File: config.mk
export PLATFORM = sky130hd
export DESIGN_NAME = clk_div_bank
export DESIGN_NICKNAME = d
export VERILOG_FILES = /design/src/rtl/clk_div_pkg.sv /design/src/rtl/clk_div_channel.sv /design/src/rtl/clk_div_bank.sv
export SDC_FILE = /design/constraint.sdc
export NUM_CORES = 1
export LEC_CHECK = 0
export ABC_AREA = 1
export CORE_MARGIN = 3
export CORE_UTILIZATION = 54
export DETAILED_ROUTE_END_ITERATION = 6
export PLACE_DENSITY = 0.78
export SLEW_MARGIN = 15
export SYNTH_ARGS = -nofsm -noshare
export SYNTH_HDL_FRONTEND = slang
export SYNTH_HIERARCHICAL = 1
export SYNTH_SLANG_ARGS = --single-unit
export TNS_END_PERCENT = 100
File: constraint.sdc
create_clock -name clk_in -period 3.4 [get_ports clk_in]
set_input_delay 0.85 -clock clk_in [delete_from_list [all_inputs] [get_ports clk_in]]
set_output_delay 0.85 -clock clk_in [all_outputs]
set_load 0.005 [all_outputs]
File: src/rtl/clk_div_pkg.sv
`default_nettype none
// +----------------------------------------------------------------------+
// | Module   : clk_div_pkg                                               |
// | Purpose  : Shared constants and types for the clock-divider bank.    |
// |            CLK_DIV_MAX_CH : upper bound on the number of channels    |
// |            CLK_DIV_CNT_W  : default half-period width                |
// |            div_t          : half-period value at the default width   |
// |            div_off        : half-period value that disables a channel|
// | Revision : 1.0 - initial release                                     |
// +----------------------------------------------------------------------+
package clk_div_pkg;

  localparam int CLK_DIV_MAX_CH = 8;
  localparam int CLK_DIV_CNT_W  = 8;

  typedef logic [CLK_DIV_CNT_W-1:0] div_t;

  localparam div_t div_off = '0;

endpackage
`default_nettype wire

File: src/rtl/clk_div_channel.sv
`default_nettype none
// +----------------------------------------------------------------------+
// | Module   : clk_div_channel                                           |
// | Purpose  : One divider channel: half-period register H, counter,     |
// |            registered 50 %-duty output and rise tick.                |
// | Ports    : clk_in      - source clock (rising edge only)             |
// |            reset       - asynchronous active-high reset              |
// |            i_sync      - realign: counter and output cleared         |
// |            i_load      - apply i_load_div as the new H               |
// |            i_load_div  - new half-period (0 = disabled)              |
// |            o_clk       - divided clock                               |
// |            o_tick      - one-cycle pulse in the cycle after a rise   |
// |            o_boundary  - this edge is a period boundary              |
// | Revision : 1.0 - initial release                                     |
// +----------------------------------------------------------------------+
module clk_div_channel
  import clk_div_pkg::*;
#(
  parameter int               CNT_W = CLK_DIV_CNT_W,
  parameter logic [CNT_W-1:0] RST_H = CNT_W'(1)
) (
  input  logic             clk_in,
  input  logic             reset,
  input  logic             i_sync,
  input  logic             i_load,
  input  logic [CNT_W-1:0] i_load_div,
  output logic             o_clk,
  output logic             o_tick,
  output logic             o_boundary
);

  logic [CNT_W-1:0] r_h;
  logic [CNT_W-1:0] r_cnt;
  logic             r_out;
  logic             r_tick;

  logic w_en;
  logic w_wrap;
  logic w_load_en;

  assign w_en      = (r_h != CNT_W'(div_off));
  assign w_wrap    = (r_cnt == (r_h - CNT_W'(1)));
  assign w_load_en = (i_load_div != CNT_W'(div_off));

  // The boundary is the edge on which the output would rise; a disabled
  // channel has no phase to protect, so every edge qualifies.
  assign o_boundary = ~w_en | (w_wrap & ~r_out);

  always_ff @(posedge clk_in or posedge reset) begin
    if (reset) begin
      r_h    <= RST_H;
      r_cnt  <= '0;
      r_out  <= 1'b0;
      r_tick <= 1'b0;
    end else if (i_sync) begin
      r_cnt  <= '0;
      r_out  <= 1'b0;
      r_tick <= 1'b0;
      if (i_load) begin
        r_h <= i_load_div;
      end
    end else if (i_load) begin
      // Loads only arrive at a boundary, so an enabled channel was about
      // to rise anyway; a channel coming out of disable starts low.
      r_h    <= i_load_div;
      r_cnt  <= '0;
      r_out  <= w_load_en & w_en;
      r_tick <= w_load_en & w_en;
    end else if (!w_en) begin
      r_cnt  <= '0;
      r_out  <= 1'b0;
      r_tick <= 1'b0;
    end else if (w_wrap) begin
      r_cnt  <= '0;
      r_out  <= ~r_out;
      r_tick <= ~r_out;
    end else begin
      r_cnt  <= r_cnt + CNT_W'(1);
      r_tick <= 1'b0;
    end
  end

  assign o_clk  = r_out;
  assign o_tick = r_tick;

endmodule
`default_nettype wire

File: src/rtl/clk_div_bank.sv
`default_nettype none
// +----------------------------------------------------------------------+
// | Module   : clk_div_bank                                              |
// | Purpose  : Bank of NUM_CH independent 50 %-duty clock dividers with  |
// |            a single-slot valid/ready reconfiguration port. A new     |
// |            half-period is applied at the target channel's next       |
// |            period boundary, so outputs never glitch.                 |
// | Ports    : clk_in    - source clock                                  |
// |            reset     - asynchronous active-high reset                |
// |            cfg_valid - configuration request                         |
// |            cfg_ready - configuration slot free                       |
// |            cfg_ch    - target channel (out-of-range is discarded)    |
// |            cfg_div   - new half-period H (0 disables the channel)    |
// |            sync_req  - phase realignment (CLK_DIV_SYNC_EN only)      |
// |            clk_out   - divided clocks                                |
// |            tick_out  - one-cycle pulses following each rise          |
// | Macro    : CLK_DIV_SYNC_EN adds sync_req                             |
// | Revision : 1.0 - initial release                                     |
// +----------------------------------------------------------------------+
module clk_div_bank
  import clk_div_pkg::*;
#(
  parameter int                      NUM_CH    = 2,
  parameter int                      CNT_W     = CLK_DIV_CNT_W,
  parameter logic [NUM_CH*CNT_W-1:0] RESET_DIV = {8'd1, 8'd2},
  localparam int                     CH_W      = (NUM_CH > 1) ? $clog2(NUM_CH) : 1
) (
  input  logic              clk_in,
  input  logic              reset,
  input  logic              cfg_valid,
  output logic              cfg_ready,
  input  logic [CH_W-1:0]   cfg_ch,
  input  logic [CNT_W-1:0]  cfg_div,
`ifdef CLK_DIV_SYNC_EN
  input  logic              sync_req,
`endif
  output logic [NUM_CH-1:0] clk_out,
  output logic [NUM_CH-1:0] tick_out
);

  logic              r_pend_vld;
  logic [CH_W-1:0]   r_pend_ch;
  logic [CNT_W-1:0]  r_pend_div;

  logic              w_sync;
  logic              w_accept;
  logic              w_ch_ok;
  logic              w_apply;
  logic [NUM_CH-1:0] w_sel;
  logic [NUM_CH-1:0] w_boundary;
  logic [NUM_CH-1:0] w_load;

`ifdef CLK_DIV_SYNC_EN
  assign w_sync = sync_req;
`else
  assign w_sync = 1'b0;
`endif

  assign cfg_ready = ~r_pend_vld;
  assign w_accept  = cfg_valid & ~r_pend_vld;
  assign w_ch_ok   = (32'(cfg_ch) < NUM_CH);

  // The slot is only ever filled after the accepting edge, so applying
  // whenever it is valid is automatically strictly after acceptance.
  // A realignment forces the pending value in at the same edge.
  assign w_apply = r_pend_vld & (w_sync | (|(w_sel & w_boundary)));

  always_ff @(posedge clk_in or posedge reset) begin
    if (reset) begin
      r_pend_vld <= 1'b0;
      r_pend_ch  <= '0;
      r_pend_div <= '0;
    end else if (w_apply) begin
      r_pend_vld <= 1'b0;
    end else if (w_accept && w_ch_ok) begin
      r_pend_vld <= 1'b1;
      r_pend_ch  <= cfg_ch;
      r_pend_div <= cfg_div;
    end
  end

  generate
    for (genvar i = 0; i < NUM_CH; i++) begin : g_ch
      assign w_sel[i]  = (r_pend_ch == CH_W'(i));
      assign w_load[i] = w_apply & w_sel[i];

      clk_div_channel #(
        .CNT_W (CNT_W),
        .RST_H (RESET_DIV[i*CNT_W +: CNT_W])
      ) u_channel (
        .clk_in     (clk_in),
        .reset      (reset),
        .i_sync     (w_sync),
        .i_load     (w_load[i]),
        .i_load_div (r_pend_div),
        .o_clk      (clk_out[i]),
        .o_tick     (tick_out[i]),
        .o_boundary (w_boundary[i])
      );
    end
  endgenerate

endmodule
`default_nettype wire

==> impl_metrics.ini <==
[status]
status = completed

[yosys]
yosys_warnings = 6
yosysSeqAreaShare = 0.4272
synth_adder_area_share = 0.02780
yosys.area_share.simple = 0.3508
ys_types = 25
synth-compound-area-share = 0.05978
synthesis.instances = 367
synth.ff_latch_count = 46
synthMuxAreaShare = 0.008341
synth_top_family_by_area = simple AND/OR/NAND/NOR gates
avgSynthCellArea_um2 = 7.357
synthesis.area_um2 = 2700
synth_xor_area_frac = 0.04263

[grt]
grt_max_degree = 19
grt_pass1_wl_mm = 9.867
grt_antenna_before_repair = 0
grt_usage = 0.2079
first_global_vias = 2191
grt-ovfl-total = 0

[min_path]
hold_start = g_ch[0].u_channel/r_cnt[0]
min_to = g_ch[0].u_channel/r_cnt[0]
hold_path.class = reg2reg
min_path_cells = 1

[floorplan]
die_area_um2 = 5884
placementRows = 25
io_pins = 17
die_h_um = 76.71
start_util = 0.5642
core-area_um2 = 4786
die_w_um = 76.71

[setup_path]
crit_required_ns = 3.64
crit_type = reg2reg
crit_fanout = 18
cp-end-kind = register
rr_worst_depth = 19
r2r_start = g_ch[1].u_channel/r_h[0]
reg2reg_slack_ns = 0.40
rr_endpoint = g_ch[1].u_channel/o_clk
startpoint = g_ch[1].u_channel/r_h[0]
worstPathArrival_ns = 3.23
start_kind = register

[power_and_ir_drop]
ir_drop_v = 0.0004410
p_leak_nw = 1.537
power_mw = 2.470
switching_share = 0.4356
comb_power_share = 0.456
cell_internal_pwr_mw = 1.394
pwr-share-seq = 0.381
power_frac_clock = 0.163
power.switching_mw = 1.076
power_density_nw_per_um2 = 811.0

[clocking]
clk_pin_slew_ns = 0.09
cts_setup_buffers = 0
cts-root-buf = clkbuf_8
htreeDepth = 2
clkLatencyLatePin_ns = 0.30
cts_made_buffers = 5
cts_hold_buf = 0
clk_path_buf_depth = 2
cts_tree = yes
cts_sinks = 46
cts_resized = 0

[sta]
setup_viol = 0
hold_viol = 0
slew_headroom = 0.5080
fin_crit_sh = 0.8812
report.final.slew_viol_count = 0
tightest_slew_ns = 0.7371
setup_slack_ns = 0.4039
min_period_ns = 2.996
final.setup.tns_ns = 0
clock_skew_ns = 0.007494
fmax_ghz = 0.3338
rsz0062_at_grt = no

[placement]
dpl_worst_slack_ns = 0.4391
place_hpwl_mm = 4.176
io_buffers = 16
place_congestion = 0.8605

[layout]
final_util = 0.6363
nets = 407
final_common_cell = nand2_1
layout_common_cells = nand2_1 (122), inv_1 (46), dfrtp_1 (44)
insertedDiodeCount = 0
area_delta_synth_final_pct = 12.79
drive_above_1_share = 0.09487

[detailed_routing]
drt_iter0_markers = 194
vias = 2264
wl_per_cell_um = 11.88
drt_wl_total_mm = 5.431
drc = 0
vias_per_cell = 4.954
ant_nets = 0
dr.pass1.iters = 5

[flow_run]
max-cap-violations = 0
==> metal layers <==
layer / part of all wire / up-vias / track usage
li1: - / 1181 / -
met1: 0.48 / 1018 / 0.2963
met2: 0.46 / 55 / 0.3223
met3: 0.037 / 10 / 0.03169
met4: 0.018 / 0 / 0.07609
met5: 0 / - / 0
==> state kept, by name (all words and copies together) (netlist names) <==
name,cells
g_ch.u_channel/r_cnt,16
g_ch.u_channel/r_h,16
r_pend_div,8
g_ch.u_channel/o_clk,2
g_ch.u_channel/o_tick,2
r_pend_ch,1
r_pend_vld,1
==> how the worst max path moves through the flow <==
stage / cells after the start / end / slack (ns)
floorplan: 17 / g_ch[1].u_channel/r_h[1] / 0.80
global placement: 19 / g_ch[1].u_channel/o_clk / 0.54
detailed placement: 19 / g_ch[1].u_channel/o_clk / 0.44
CTS: 18 / g_ch[1].u_channel/o_clk / 0.41
global route: 18 / g_ch[1].u_channel/o_clk / 0.03
finish: 19 / g_ch[1].u_channel/o_clk / 0.40
==> final cells by class <==
| class | count | area [um^2] |
|---|---|---|
| Fill cell | 414 | 1740 |
| Multi-Input combinational cell | 267 | 1336 |
| Sequential cell | 46 | 1154 |
| Inverter | 52 | 195.2 |
| Timing Repair Buffer | 17 | 167.7 |
| Tap cell | 67 | 83.83 |
| Clock buffer | 5 | 68.82 |
| Clock inverter | 3 | 40.04 |
==> cells in the mapped netlist, drive strengths merged <==
| cell | count | share of area |
|---|---|---|
| nand2 | 131 | 0.20 |
| inv | 52 | 0.072 |
| dfrtp | 44 | 0.41 |
| nor2 | 44 | 0.063 |
| o21ai | 27 | 0.051 |
| nand3 | 26 | 0.048 |
| nor3 | 10 | 0.034 |
| ha | 6 | 0.028 |
| xor2 | 6 | 0.019 |
| clkbuf | 4 | 0.0056 |
| nor4 | 4 | 0.0093 |
| o21bai | 3 | 0.0083 |
| dfstp | 2 | 0.019 |
| mux2 | 2 | 0.0083 |
| xnor2 | 2 | 0.0065 |
| xnor3 | 2 | 0.017 |
| buf | 1 | 0.0042 |
| conb | 1 | 0.0014 |
==> critical path: stages (launching register included) <==
cell and delay (ns):
dfstp_2 0.55, inv_1 0.09, ha_1 0.32, inv_1 0.04, nand2_1 0.05, nand2_1 0.04
nor2_1 0.11, nand2_1 0.06, nor2_1 0.08, nand3_1 0.07, nor2_1 0.15, nand2_2 0.13
o21ai_0 0.26, nand3_1 0.11, inv_1 0.38, o21bai_1 0.18, nand2_1 0.07, nor2_1 0.11
nand2_2 0.07, nand2_1 0.05
==> stage by stage <==
stage	cell area (um^2)	hold slack [ns]	std cells
global placement	2937	0.4755	449
CTS	3045	0.5013	457
floorplan	2711	0.4499	370
global route	3045	0.5449	457
detailed placement	2937	0.4891	449
finish	3045	0.5008	457
==> power groups by stage <==
stage	clock (mW)	sequential, mW	combinational (mW)
6_report	0.403	0.941	1.13
5_1_grt	0.437	0.973	1.31
4_1_cts	0.410	0.939	1.13
3_5_place_dp	0	0.950	1.11
3_3_place_gp	0	0.942	1.08
2_1_floorplan	0	0.893	0.875
==> logic make-up (layout without fill, tap and decap cells) <==
family,after synthesis,after routing
fa+ha+maj,6,6
other cells,1,4
flops,46,46
mux,2,2
simple gates,215,215
buf+inv,57,77
xor+xnor,10,10
compound gates,30,30
(Power assumes the default switching activity.)
